## config.mk

```make
export PLATFORM = sky130hd
export DESIGN_NAME = gps_prn_sched_flat
export DESIGN_NICKNAME = d
export VERILOG_FILES = /design/src/rtl/gps_sched_pkg.sv /design/src/rtl/gps_prn_sched_if.sv /design/src/rtl/gps_rr_arb.sv /design/src/rtl/gps_prn_sched.sv /design/src/flat_wrapper.sv
export SDC_FILE = /design/constraint.sdc
export NUM_CORES = 1
export LEC_CHECK = 0
export CAP_MARGIN = 20
export CORE_AREA = 2 2 229 231
export CTS_CLUSTER_DIAMETER = 50
export DETAILED_ROUTE_END_ITERATION = 16
export DIE_AREA = 0 0 231 233
export SLEW_MARGIN = 20
export SYNTH_ARGS = -nofsm -noshare
export SYNTH_HDL_FRONTEND = slang
export SYNTH_SLANG_ARGS = --single-unit
```

## constraint.sdc

```tcl
create_clock -name wb_clk_i -period 16.21 [get_ports wb_clk_i]
set_clock_uncertainty 0.2 [all_clocks]
set_input_delay 1.621 -clock wb_clk_i [delete_from_list [all_inputs] [get_ports wb_clk_i]]
set_output_delay 1.621 -clock wb_clk_i [all_outputs]
set_load 0.01 [all_outputs]
```

## src/rtl/gps_sched_pkg.sv

```systemverilog
// Shared types and constants for the gps PRN scheduler.
// State encoding, SV legality range and code field widths.
package gps_sched_pkg;

    localparam int SV_MIN = 1;
    localparam int SV_MAX = 37;
    localparam int SV_W   = 6;
    localparam int CA_W   = 13;
    localparam int PL_W   = 128;
    localparam int ID_W   = 3;
    localparam int SCNT_W = 4;

    typedef enum logic [2:0] {
        ST_IDLE  = 3'd0,
        ST_SETUP = 3'd1,
        ST_PULSE = 3'd2,
        ST_WAIT  = 3'd3,
        ST_OUT   = 3'd4
    } sched_state_t;

    function automatic logic sv_legal(input logic [SV_W-1:0] sv);
        return (int'(sv) >= SV_MIN) && (int'(sv) <= SV_MAX);
    endfunction

endpackage

```

## src/rtl/gps_prn_sched_if.sv

```systemverilog
// Requester/result handshake bundle of the gps PRN scheduler.
// slave = scheduler side, master = requesters and result consumer.
interface gps_prn_sched_if #(
    parameter int NREQ = 4
) ();
    import gps_sched_pkg::*;

    logic [NREQ-1:0]      req_i;
    logic [SV_W*NREQ-1:0] req_sv_i;
    logic [NREQ-1:0]      ack_o;
    logic                 res_valid_o;
    logic                 res_ready_i;
    logic [ID_W-1:0]      res_id_o;
    logic [SV_W-1:0]      res_sv_o;
    logic                 res_err_o;
    logic [CA_W-1:0]      res_ca_o;
    logic [PL_W-1:0]      res_p_o;
    logic [PL_W-1:0]      res_l_o;

    modport slave (
        input  req_i, req_sv_i, res_ready_i,
        output ack_o, res_valid_o, res_id_o, res_sv_o,
        output res_err_o, res_ca_o, res_p_o, res_l_o
    );

    modport master (
        output req_i, req_sv_i, res_ready_i,
        input  ack_o, res_valid_o, res_id_o, res_sv_o,
        input  res_err_o, res_ca_o, res_p_o, res_l_o
    );

endinterface

```

## src/rtl/gps_rr_arb.sv

```systemverilog
// Combinational round-robin arbiter: first request at or after ptr.
// Produces one-hot grant, binary index and an any-request flag.
module gps_rr_arb #(
    parameter int N  = 4,
    parameter int IW = 2
) (
    input  logic [N-1:0]  req,
    input  logic [IW-1:0] ptr,
    output logic [N-1:0]  gnt,
    output logic [IW-1:0] idx,
    output logic          any
);

    // Scan requesters starting at ptr, wrapping, keep the first hit
    always_comb begin
        int j;
        gnt = '0;
        idx = '0;
        any = 1'b0;
        j   = 0;
        for (int i = 0; i < N; i++) begin
            j = int'(ptr) + i;
            if (j >= N) j = j - N;
            if (!any && req[j]) begin
                any    = 1'b1;
                gnt[j] = 1'b1;
                idx    = IW'(j);
            end
        end
    end

endmodule

```

## src/rtl/gps_prn_sched.sv

```systemverilog
// Round-robin sharing of one gps code generator between NREQ requesters.
// Optional WAIT timeout is built only when GPS_SCHED_TIMEOUT_EN is defined.
module gps_prn_sched
    import gps_sched_pkg::*;
#(
    parameter int NREQ      = 4,
    parameter int SETUP_CYC = 2,
    parameter int TIMEOUT   = 4096
) (
    input  logic             wb_clk_i,
    input  logic             wb_rst_i,
    gps_prn_sched_if.slave   bus,
    output logic [SV_W-1:0]  core_sv_num_o,
    output logic             core_gen_next_o,
    input  logic [CA_W-1:0]  core_ca_i,
    input  logic [PL_W-1:0]  core_p_i,
    input  logic [PL_W-1:0]  core_l_i,
    input  logic             core_valid_i
);

    localparam int IW = (NREQ > 1) ? $clog2(NREQ) : 1;
    localparam logic [IW-1:0] LAST = IW'(NREQ - 1);

    if (NREQ < 2 || NREQ > 8 || SETUP_CYC < 1 ||
        SETUP_CYC > 15 || TIMEOUT < 1) begin : g_bad_cfg
        $error("gps_prn_sched: parameter out of range");
    end

    sched_state_t state_q, state_d;

    logic [IW-1:0]     rr_ptr_q;
    logic [SCNT_W-1:0] setup_cnt_q;
    logic              valid_prev_q;

    logic [NREQ-1:0]   arb_gnt;
    logic [IW-1:0]     arb_idx;
    logic              arb_any;
    logic [SV_W-1:0]   arb_sv;
    logic              sv_ok;
    logic [IW-1:0]     rr_next;
    logic              valid_rise;
    logic              timeout_hit;

    logic              grant, capture, abort;
    logic [NREQ-1:0]   ack_d;
    logic              gen_d, rvalid_d;

    logic [NREQ-1:0]   ack_q;
    logic              gen_q, rvalid_q;
    logic [SV_W-1:0]   core_sv_q;
    logic [ID_W-1:0]   res_id_q;
    logic [SV_W-1:0]   res_sv_q;
    logic              res_err_q;
    logic [CA_W-1:0]   res_ca_q;
    logic [PL_W-1:0]   res_p_q;
    logic [PL_W-1:0]   res_l_q;

    gps_rr_arb #(
        .N  (NREQ),
        .IW (IW)
    ) u_arb (
        .req (bus.req_i),
        .ptr (rr_ptr_q),
        .gnt (arb_gnt),
        .idx (arb_idx),
        .any (arb_any)
    );

    assign arb_sv     = bus.req_sv_i[SV_W*int'(arb_idx) +: SV_W];
    assign sv_ok      = sv_legal(arb_sv);
    assign rr_next    = (arb_idx == LAST) ? '0 : arb_idx + 1'b1;
    assign valid_rise = core_valid_i & ~valid_prev_q;

`ifdef GPS_SCHED_TIMEOUT_EN
    localparam int TO_W = $clog2(TIMEOUT + 1);

    logic [TO_W-1:0] wait_cnt_q;

    // Count cycles spent in WAIT; cleared on every other state
    always_ff @(posedge wb_clk_i or posedge wb_rst_i) begin
        if (wb_rst_i) wait_cnt_q <= '0;
        else if (state_q == ST_WAIT) wait_cnt_q <= wait_cnt_q + 1'b1;
        else wait_cnt_q <= '0;
    end

    assign timeout_hit = (state_q == ST_WAIT) &&
                         (wait_cnt_q == TO_W'(TIMEOUT - 1));
`else
    assign timeout_hit = 1'b0;
`endif

    // State register
    always_ff @(posedge wb_clk_i or posedge wb_rst_i) begin
        if (wb_rst_i) state_q <= ST_IDLE;
        else state_q <= state_d;
    end

    // Next-state: grant, hold SV, strobe, await fresh valid, hand off
    always_comb begin
        state_d = state_q;
        unique case (state_q)
            ST_IDLE: begin
                if (arb_any) state_d = sv_ok ? ST_SETUP : ST_OUT;
            end
            ST_SETUP: begin
                if (setup_cnt_q == SCNT_W'(SETUP_CYC - 1))
                    state_d = ST_PULSE;
            end
            ST_PULSE: state_d = ST_WAIT;
            ST_WAIT: begin
                if (valid_rise || timeout_hit) state_d = ST_OUT;
            end
            ST_OUT: begin
                if (bus.res_ready_i) state_d = ST_IDLE;
            end
            default: state_d = ST_IDLE;
        endcase
    end

    // Output decode: next values of the registered outputs and load strobes
    always_comb begin
        grant    = (state_q == ST_IDLE) && arb_any;
        capture  = (state_q == ST_WAIT) && valid_rise;
        abort    = (state_q == ST_WAIT) && !valid_rise && timeout_hit;
        ack_d    = grant ? arb_gnt : '0;
        gen_d    = (state_d == ST_PULSE);
        rvalid_d = (state_d == ST_OUT);
    end

    // SETUP dwell counter and previous core_valid for edge detection
    always_ff @(posedge wb_clk_i or posedge wb_rst_i) begin
        if (wb_rst_i) begin
            setup_cnt_q  <= '0;
            valid_prev_q <= 1'b0;
        end else begin
            valid_prev_q <= core_valid_i;
            if (state_q == ST_SETUP) setup_cnt_q <= setup_cnt_q + 1'b1;
            else setup_cnt_q <= '0;
        end
    end

    // Output registers, grant latch and code capture
    always_ff @(posedge wb_clk_i or posedge wb_rst_i) begin
        if (wb_rst_i) begin
            ack_q     <= '0;
            gen_q     <= 1'b0;
            rvalid_q  <= 1'b0;
            rr_ptr_q  <= '0;
            core_sv_q <= '0;
            res_id_q  <= '0;
            res_sv_q  <= '0;
            res_err_q <= 1'b0;
            res_ca_q  <= '0;
            res_p_q   <= '0;
            res_l_q   <= '0;
        end else begin
            ack_q    <= ack_d;
            gen_q    <= gen_d;
            rvalid_q <= rvalid_d;
            if (grant) begin
                rr_ptr_q  <= rr_next;
                res_id_q  <= ID_W'(arb_idx);
                res_sv_q  <= arb_sv;
                res_err_q <= ~sv_ok;
                res_ca_q  <= '0;
                res_p_q   <= '0;
                res_l_q   <= '0;
                if (sv_ok) core_sv_q <= arb_sv;
            end
            if (capture) begin
                res_ca_q  <= core_ca_i;
                res_p_q   <= core_p_i;
                res_l_q   <= core_l_i;
                res_err_q <= 1'b0;
            end
            if (abort) res_err_q <= 1'b1;
        end
    end

    assign bus.ack_o       = ack_q;
    assign bus.res_valid_o = rvalid_q;
    assign bus.res_id_o    = res_id_q;
    assign bus.res_sv_o    = res_sv_q;
    assign bus.res_err_o   = res_err_q;
    assign bus.res_ca_o    = res_ca_q;
    assign bus.res_p_o     = res_p_q;
    assign bus.res_l_o     = res_l_q;
    assign core_sv_num_o   = core_sv_q;
    assign core_gen_next_o = gen_q;

endmodule

```

## src/flat_wrapper.sv

```systemverilog
// flat-port wrapper written by rule: the top's interface ports become plain ports
module gps_prn_sched_flat import gps_sched_pkg::*;
#(
    parameter int NREQ      = 4,
    parameter int SETUP_CYC = 2,
    parameter int TIMEOUT   = 4096
)
  (wb_clk_i, wb_rst_i, core_sv_num_o, core_gen_next_o, core_ca_i, core_p_i, core_l_i, core_valid_i, bus_req_i, bus_req_sv_i, bus_res_ready_i, bus_ack_o, bus_res_valid_o, bus_res_id_o, bus_res_sv_o, bus_res_err_o, bus_res_ca_o, bus_res_p_o, bus_res_l_o);
  gps_prn_sched_if #(.NREQ(NREQ)) bus_i ();
  input  logic wb_clk_i;
  input  logic wb_rst_i;
  output logic [SV_W-1:0] core_sv_num_o;
  output logic core_gen_next_o;
  input  logic [CA_W-1:0] core_ca_i;
  input  logic [PL_W-1:0] core_p_i;
  input  logic [PL_W-1:0] core_l_i;
  input  logic core_valid_i;
  input wire logic [$bits(bus_i.req_i)-1:0] bus_req_i;
  input wire logic [$bits(bus_i.req_sv_i)-1:0] bus_req_sv_i;
  input wire logic [$bits(bus_i.res_ready_i)-1:0] bus_res_ready_i;
  output wire logic [$bits(bus_i.ack_o)-1:0] bus_ack_o;
  output wire logic [$bits(bus_i.res_valid_o)-1:0] bus_res_valid_o;
  output wire logic [$bits(bus_i.res_id_o)-1:0] bus_res_id_o;
  output wire logic [$bits(bus_i.res_sv_o)-1:0] bus_res_sv_o;
  output wire logic [$bits(bus_i.res_err_o)-1:0] bus_res_err_o;
  output wire logic [$bits(bus_i.res_ca_o)-1:0] bus_res_ca_o;
  output wire logic [$bits(bus_i.res_p_o)-1:0] bus_res_p_o;
  output wire logic [$bits(bus_i.res_l_o)-1:0] bus_res_l_o;
  assign bus_i.req_i = bus_req_i;
  assign bus_i.req_sv_i = bus_req_sv_i;
  assign bus_i.res_ready_i = bus_res_ready_i;
  assign bus_ack_o = bus_i.ack_o;
  assign bus_res_valid_o = bus_i.res_valid_o;
  assign bus_res_id_o = bus_i.res_id_o;
  assign bus_res_sv_o = bus_i.res_sv_o;
  assign bus_res_err_o = bus_i.res_err_o;
  assign bus_res_ca_o = bus_i.res_ca_o;
  assign bus_res_p_o = bus_i.res_p_o;
  assign bus_res_l_o = bus_i.res_l_o;
  gps_prn_sched #(.NREQ(NREQ), .SETUP_CYC(SETUP_CYC), .TIMEOUT(TIMEOUT)) u_core (.wb_clk_i(wb_clk_i), .wb_rst_i(wb_rst_i), .bus(bus_i), .core_sv_num_o(core_sv_num_o), .core_gen_next_o(core_gen_next_o), .core_ca_i(core_ca_i), .core_p_i(core_p_i), .core_l_i(core_l_i), .core_valid_i(core_valid_i));
endmodule
```

==> results of run 1 <==
==> worst min-delay path, stage by stage, from the launching register on <==
cell     delay (ps)
dfrtp_1         340
nand2_1          50
nand2_1          50
==> registers in the layout (all words and copies together) (netlist names) <==
name                    count
u_core.valid_prev_q         1
u_core.bus.res_p_o        128
u_core.setup_cnt_q          4
u_core.state_q              3
u_core.core_sv_num_o        6
u_core.core_gen_next_o      1
u_core.bus.ack_o            4
u_core.rr_ptr_q             2
u_core.bus.res_ca_o        13
u_core.bus.res_id_o         2
u_core.bus.res_err_o        1
u_core.bus.res_valid_o      1
u_core.bus.res_l_o        128
u_core.bus.res_sv_o         6
==> report_power, final <==
group / leakage (uW) / switching [uW] / internal (uW)
Clock: 0.000681 / 346 / 572
Combinational: 0.00357 / 494 / 426
Sequential: 0.00413 / 82.7 / 869
==> layout by cell type, fill, tap and decap left out, types with 2 or more instances in the layout <==
| master | synthesis | layout |
|---|---|---|
| a211o_1 | 2 | 2 |
| a211oi_1 | 6 | 6 |
| a211oi_2 | 2 | 2 |
| a21oi_1 | 16 | 16 |
| a221oi_1 | 4 | 4 |
| a22o_1 | 271 | 271 |
| a22oi_1 | 4 | 4 |
| buf_4 | 1 | 11 |
| bufinv_16 | 0 | 5 |
| clkbuf_1 | 63 | 6 |
| clkbuf_16 | 0 | 41 |
| clkbuf_8 | 0 | 5 |
| clkdlybuf4s50_1 | 0 | 590 |
| clkinv_2 | 0 | 5 |
| clkinv_4 | 0 | 3 |
| dfrtp_1 | 300 | 300 |
| ha_1 | 6 | 6 |
| inv_1 | 4 | 3 |
| inv_6 | 0 | 4 |
| inv_8 | 0 | 3 |
| mux2i_1 | 9 | 9 |
| mux4_2 | 2 | 2 |
| nand2_1 | 35 | 35 |
| nand2b_1 | 4 | 4 |
| nand3b_1 | 5 | 5 |
| nor2_1 | 20 | 19 |
| nor3b_1 | 3 | 2 |
| nor4b_1 | 2 | 2 |
| o21ai_0 | 6 | 6 |
| o21ai_1 | 3 | 3 |
| o21bai_1 | 2 | 2 |
| o22ai_1 | 2 | 2 |
| o2bb2ai_1 | 4 | 4 |
| or3b_1 | 3 | 3 |
| xnor2_1 | 2 | 2 |
==> routing by layer <==
layer  GRT usage  part of all wire  vias up
met5           0                 0        -
li1            -                 -     4233
met4      0.0435             0.025        0
met1       0.168              0.40     4684
met2       0.239              0.50      382
met3      0.0464             0.079       63
==> kinds of logic after synthesis <==
| family | synth area share |
|---|---|
| compound gates | 0.249 |
| xor+xnor | 0.00234 |
| fa+ha+maj | 0.00667 |
| buf+inv | 0.0270 |
| flops | 0.667 |
| mux | 0.0120 |
| other cells | 0.000333 |
| simple gates | 0.0354 |
==> how the worst max path moves through the flow <==
stage / startpoint / to / slack (ps) / depth (start not counted)
2_1_floorplan: wb_rst_i / u_core.bus.ack_o[0] / 6100 / 1
3_3_place_gp: bus_req_i[0] / u_core.bus.res_l_o[0] / 10470 / 6
3_5_place_dp: bus_req_i[0] / u_core.bus.res_l_o[66] / 10370 / 6
4_1_cts: bus_req_i[0] / u_core.bus.res_l_o[63] / 10940 / 6
5_1_grt: bus_req_i[1] / u_core.bus.res_p_o[90] / 10690 / 6
6_report: bus_req_i[0] / u_core.bus.res_p_o[90] / 10940 / 6
==> stage by stage <==
stage | cell area (sq um) | setup slack [ps] | hold slack, ps | total power, uW | cells
CTS | 19200 | 10940 | 280 | 2830 | 2088
floorplan | 11200 | 6100 | 253 | 1440 | 807
global placement | 17800 | 10470 | 256 | 1880 | 2016
detailed placement | 17800 | 10370 | 268 | 1890 | 2016
finish | 19200 | 10940 | 271 | 2790 | 2088
global route | 19200 | 10690 | 302 | 2950 | 2088
==> layout make-up <==
| class | count | area [sq um] |
|---|---|---|
| Fill cell | 4965 | 31900 |
| Sequential cell | 300 | 7510 |
| Timing Repair Buffer | 601 | 5990 |
| Multi-Input combinational cell | 431 | 3460 |
| Clock buffer | 52 | 1120 |
| Tap cell | 680 | 851 |
| Clock inverter | 20 | 267 |
| Inverter | 4 | 22.5 |
==> synthesized netlist by cell type, drive strengths merged (2+ instances only) <==
| master | number | area share |
|---|---|---|
| a211o | 2 | 0.0016 |
| a211oi | 8 | 0.0062 |
| a21oi | 16 | 0.0071 |
| a221oi | 4 | 0.0031 |
| a22o | 271 | 0.21 |
| a22oi | 4 | 0.0027 |
| buf | 9 | 0.0047 |
| clkbuf | 63 | 0.021 |
| dfrtp | 300 | 0.67 |
| ha | 6 | 0.0067 |
| inv | 4 | 0.0013 |
| mux2i | 9 | 0.0080 |
| mux4 | 2 | 0.0040 |
| nand2 | 35 | 0.012 |
| nand2b | 4 | 0.0022 |
| nand3b | 5 | 0.0033 |
| nor2 | 20 | 0.0067 |
| nor2b | 2 | 0.0018 |
| nor3b | 3 | 0.0020 |
| nor4b | 2 | 0.0016 |
| o211ai | 2 | 0.0018 |
| o21ai | 9 | 0.0040 |
| o21bai | 2 | 0.0013 |
| o22ai | 2 | 0.0011 |
| o2bb2ai | 4 | 0.0031 |
| or3b | 4 | 0.0031 |
| xnor2 | 2 | 0.0016 |
==> impl_results.rst, run 1 <==
.. list-table::
   :header-rows: 1

   * - Metric
     - Value
   * - Transition time of the tightest slew-check pin
     - 1040 ps
   * - Total number of vias
     - 9,362
   * - Via count normalized by instance count
     - 4.48
   * - Startpoint class of the critical path
     - input pin
   * - Worst IR drop on VDD
     - 0.0738 mV
   * - Final setup viols
     - 0
   * - Path category of the worst min-delay check
     - flop to flop
   * - Die area
     - 0.0538 sq mm
   * - Worst R2R Path Depth
     - 11
   * - Clock Root Buffer
     - clkbuf_16
   * - Post-layout nets
     - 1,686
   * - Placeable Area
     - 0.0511 sq mm
   * - Largest stage delay on the critical path
     - 820 ps
   * - Total number of placement rows
     - 83
   * - Buf/Inv on CP
     - 3
   * - Post-synthesis instance area
     - 0.0112 sq mm
   * - Detailed-route wire length per cell
     - 19.0 um
   * - Initial standard-cell utilization of the core
     - 0.220
   * - Startpoint of the lowest-slack hold path
     - u_core.bus.res_sv_o[3]
   * - Number of input and output port buffers inserted
     - 590
   * - Synthesized instance count
     - 807
   * - Number of H-tree levels
     - 2
   * - Clock tree sinks
     - 300
   * - Worst max-slew margin expressed relative to the limit
     - 0.310
   * - Total clock buffers created by CTS
     - 41
   * - Unrepaired setup endpoints after global routing
     - false
   * - Hold Crit Depth
     - 2
   * - Final-report hold violation count
     - 0
   * - Share of the clock period used by the worst path
     - 0.325
   * - Number of max-slew violations in the final report
     - 0
   * - Height of the chip
     - 233 um
   * - Detailed-router iteration count before antenna repair
     - 5
   * - Placer congestion estimate
     - 0.822
   * - Prevailing post-synth register cell
     - dfrtp_1
   * - Die width
     - 231 um
   * - Clock Path Buffers
     - 3
   * - R2r setup slk
     - 11,970 ps
   * - Capture point of the worst reg-to-reg path
     - u_core.core_sv_num_o[3]
   * - Clock-pin slew on the worst setup and hold paths
     - 50 ps
   * - First-pass GRT wire length
     - 59,300 um
   * - Number of synthesized flops with an enable pin
     - 0
   * - Number of distinct library cells after synthesis
     - 48
   * - Worst r2r src
     - u_core.rr_ptr_q[0]
   * - Cell area power density
     - 145 mW/mm^2
   * - Number of storage elements in the synthesis netlist
     - 300
   * - Source-to-sink clock delay at the later pin of the worst-skew pair
     - 540 ps
   * - Crit-path leading delay family
     - buffers and inverters
   * - Total congestion overflow after global routing
     - 0
   * - Arr. time, crit path
     - 5520 ps
   * - # hold bufs at CTS
     - 0
   * - Cell with the largest stage delay on the worst path
     - buf_4
   * - Cells along the critical path
     - clkdlybuf4s50_1 -> o41a_1 -> nor2_4 -> buf_4 -> buf_4 -> a22o_1
   * - Mean instance size in the synthesized netlist
     - 13.9 sq um
   * - Number of diodes added for antenna fixing
     - 0
   * - Register area share after synthesis
     - 0.667
   * - Hold worst-path end
     - u_core.bus.res_sv_o[3]
   * - Final antenna-violating net count
     - 0
   * - Cell occurring most often along the worst timing path
     - buf_4
   * - Total routed wirelength
     - 39,600 um
   * - Layout cells sized above 1
     - 0.0646
   * - Status
     - complete, no violations
   * - Ys async rst share
     - 1.00
   * - Crit path capture type
     - flop
   * - Via count of the first global-routing pass
     - 9,998
   * - Layout Area Growth over Synthesis
     - 70.8%
   * - Syn. warnings
     - 0
   * - GR Util All Layers
     - 0.141
   * - Maximum achievable frequency
     - 0.190 GHz
   * - Number of antenna violations at the first check in global routing
     - 0
   * - Number of nets in the synthesized netlist
     - 1,114
   * - HPWL after detailed placement
     - 27,800 um
   * - Critical path type
     - input pin to flop
   * - Max-cap viol count
     - 0
   * - LEAKAGE
     - 0.00838 uW
   * - Required time of the critical path
     - 16,470 ps
   * - Largest net degree at the start of global routing
     - 93
   * - Post-CTS setup buffers
     - 0
   * - 1st-iter DRT viols
     - 543
   * - Number of ports placed on the die boundary
     - 592
   * - Setup TNS
     - 0 ps
   * - Worst Path Max Fanout
     - 82
   * - Minimum period implied by the final worst setup slack
     - 5270 ps
   * - CTS tree
     - done
   * - Residual DRC
     - 0
   * - Post-cts repair resize count
     - 0
   * - Util after Layout
     - 0.376
Note: power is estimated with default switching activity, not from simulation.
==> run 2: changes to the inputs <==
Settings changed: CORE_AREA 2 2 229 231 to 2 2 227 229, DIE_AREA 0 0 231 233 to 0 0 229 231.
Clock period 16.21 ns to 4.7 ns, I/O delays scaled along.
==> impl_results.rst, run 2 (synthesized netlist as in run 1, its figures left out) <==
.. list-table::
   :header-rows: 1

   * - Metric
     - Value
   * - Status
     - complete, no violations (unchanged)
   * - Post-CTS setup buffers
     - 0 (unchanged)
   * - Via count of the first global-routing pass
     - 10,000 (was 9,998)
   * - Detailed-route wire length per cell
     - 19.3 um (was 19.0 um)
   * - Number of antenna violations at the first check in global routing
     - 0 (unchanged)
   * - Cell area power density
     - 506 mW/mm^2 (was 145 mW/mm^2)
   * - Commonest cells after routing, fill and taps aside
     - clkdlybuf4s50_1 (590), dfrtp_1 (300), a22o_1 (271) (unchanged)
   * - Total number of vias
     - 9,439 (was 9,362)
   * - Startpoint class of the critical path
     - flop (was input pin)
   * - Post-cts repair resize count
     - 0 (unchanged)
   * - Placer congestion estimate
     - 0.878 (was 0.822)
   * - Worst IR drop on VDD
     - 0.212 mV (was 0.0738 mV)
   * - Clock Path Buffers
     - 3 (unchanged)
   * - Initial standard-cell utilization of the core
     - 0.222 (was 0.220)
   * - Required time of the critical path
     - 4920 ps (was 16,470 ps)
   * - Path category of the worst min-delay check
     - input pin to flop (was flop to flop)
   * - # hold bufs at CTS
     - 0 (unchanged)
   * - Worst max-slew margin expressed relative to the limit
     - 0.439 (was 0.310)
   * - 1st-iter DRT viols
     - 473 (was 543)
   * - CTS tree
     - done (unchanged)
   * - Number of ports placed on the die boundary
     - 592 (unchanged)
   * - Residual DRC
     - 0 (unchanged)
   * - Final antenna-violating net count
     - 0 (unchanged)
   * - Layout cells sized above 1
     - 0.0713 (was 0.0646)
   * - Fillcell total
     - 4,957 (was 4,965)
   * - Total routed wirelength
     - 40,400 um (was 39,600 um)
   * - HPWL after detailed placement
     - 28,800 um (was 27,800 um)
   * - Most common library cell in the layout ignoring fill and taps
     - clkdlybuf4s50_1 (unchanged)
   * - Placeable Area
     - 0.0507 sq mm (was 0.0511 sq mm)
   * - Critical path type
     - flop to flop (was input pin to flop)
   * - Combinational Power Share
     - 0.342 (was 0.330)
   * - Die area
     - 0.0529 sq mm (was 0.0538 sq mm)
   * - Largest net degree at the start of global routing
     - 154 (was 93)
   * - Max-cap viol count
     - 0 (unchanged)
   * - Maximum achievable frequency
     - 0.243 GHz
   * - Clock tree sinks
     - 300 (unchanged)
   * - Clock network fraction of design power
     - 0.325 (was 0.329)
   * - Die width
     - 229 um (was 231 um)
   * - Net switching component of the power
     - 3230 uW (was 923 uW)
   * - Post-layout nets
     - 1,692 (was 1,686)
   * - Final hold slack
     - 238 ps (was 271 ps)
   * - Source-to-sink clock delay at the later pin of the worst-skew pair
     - 540 ps (about the same)
   * - Total number of placement rows
     - 83 (unchanged)
   * - Share of the clock period used by the worst path
     - 0.876
   * - Number of max-slew violations in the final report
     - 0 (unchanged)
   * - Unrepaired setup endpoints after global routing
     - false (unchanged)
   * - Layout Area Growth over Synthesis
     - 72.6% (was 70.8%)
   * - Number of diodes added for antenna fixing
     - 0 (unchanged)
   * - Arr. time, crit path
     - 4330 ps (was 5520 ps)
   * - Setup TNS
     - 0 ps (unchanged)
   * - Crit path capture type
     - flop (unchanged)
   * - Area used by multi-input combinational logic
     - 0.00346 sq mm (unchanged)
   * - Total clock buffers created by CTS
     - 42 (was 41)
   * - Detailed-router iteration count before antenna repair
     - 6 (was 5)
   * - Final-report hold violation count
     - 0 (unchanged)
   * - LEAKAGE
     - 0.00845 uW (was 0.00838 uW)
   * - Sequential cell area
     - 0.00751 sq mm (unchanged)
   * - Share of power burned in registers
     - 0.334 (was 0.341)
   * - First-pass GRT wire length
     - 61,100 um (was 59,300 um)
   * - Number of H-tree levels
     - 2 (unchanged)
   * - GR Util All Layers
     - 0.147 (was 0.141)
   * - Minimum period implied by the final worst setup slack
     - 4120 ps
   * - Clock-pin slew on the worst setup and hold paths
     - 50 ps (about the same)
   * - Worst Path Max Fanout
     - 15 (was 82)
   * - Via count normalized by instance count
     - 4.50 (was 4.48)
   * - Final setup viols
     - 0 (unchanged)
   * - Transition time of the tightest slew-check pin
     - 840 ps (was 1040 ps)
   * - Clock Root Buffer
     - clkbuf_16 (unchanged)
   * - Number of input and output port buffers inserted
     - 590 (unchanged)
   * - Cell internal pwr
     - 6600 uW (was 1870 uW)
   * - Sw Share
     - 0.329 (was 0.331)
   * - Total congestion overflow after global routing
     - 0 (unchanged)
   * - Height of the chip
     - 231 um (was 233 um)
-- run 2: worst max-delay path: stages, from the launching register on --
cell,delay (ps)
dfrtp_1,630
inv_1,170
ha_1,510
mux4_2,640
nor2b_4,190
o21ai_1,110
and2_1,310
a211oi_1,300
nor2_1,120
a21oi_1,320
o211ai_2,210
a22o_1,310
-- run 2: final cells by class --
class | instances | share of cell area
flip-flops and latches | 300 | 0.387
repair buffers | 606 | 0.317
multi-input cells | 431 | 0.178
clock buffers | 58 | 0.0646
well taps | 680 | 0.0438
clock inverters | 18 | 0.00915
inverters | 4 | 0.000967
-- run 2: final timing paths --
check,from,to,slack (ps),cells after the start
worst max-delay path,u_core.rr_ptr_q[0],u_core.core_sv_num_o[3],580,11
worst min-delay path,core_valid_i,u_core.valid_prev_q,240,1
worst max register to register,u_core.rr_ptr_q[0],u_core.core_sv_num_o[3],580,11
worst min register to register,u_core.bus.res_sv_o[0],u_core.bus.res_sv_o[0],280,2
max in group asynchronous,wb_rst_i,u_core.core_sv_num_o[1],2960,3
min in group asynchronous,wb_rst_i,u_core.bus.res_p_o[126],250,2
-- run 2: power groups by stage --
stage          Combinational [uW]  Clock (uW)  Sequential, uW
2_1_floorplan                1540           0            3440
3_3_place_gp                 3340           0            3300
3_5_place_dp                 3380           0            3300
4_1_cts                      3390        3280            3280
5_1_grt                      3610        3380            3330
6_report                     3360        3190            3280
-- run 2: routing by layer --
| layer | part of all wire | wire length, um | vias up | GRT usage |
|---|---|---|---|---|
| li1 | - | - | 4239 | - |
| met3 | 0.076 | 3090 | 63 | 0.0482 |
| met2 | 0.50 | 20200 | 400 | 0.251 |
| met5 | 0 | 0 | - | 0 |
| met4 | 0.025 | 1020 | 0 | 0.0455 |
| met1 | 0.40 | 16100 | 4737 | 0.175 |
-- run 2: through the flow --
step                area (sq um)  utilization  total power (uW)  instances  setup WS (ps)
finish                     19400        0.383              9830       2097            583
global route               19400        0.383             10300       2097            209
CTS                        19400        0.383              9950       2097            588
detailed placement         18000        0.355              6690       2021            615
global placement           18000        0.355              6640       2021            770
floorplan                  11300            -              4980        807           42.9
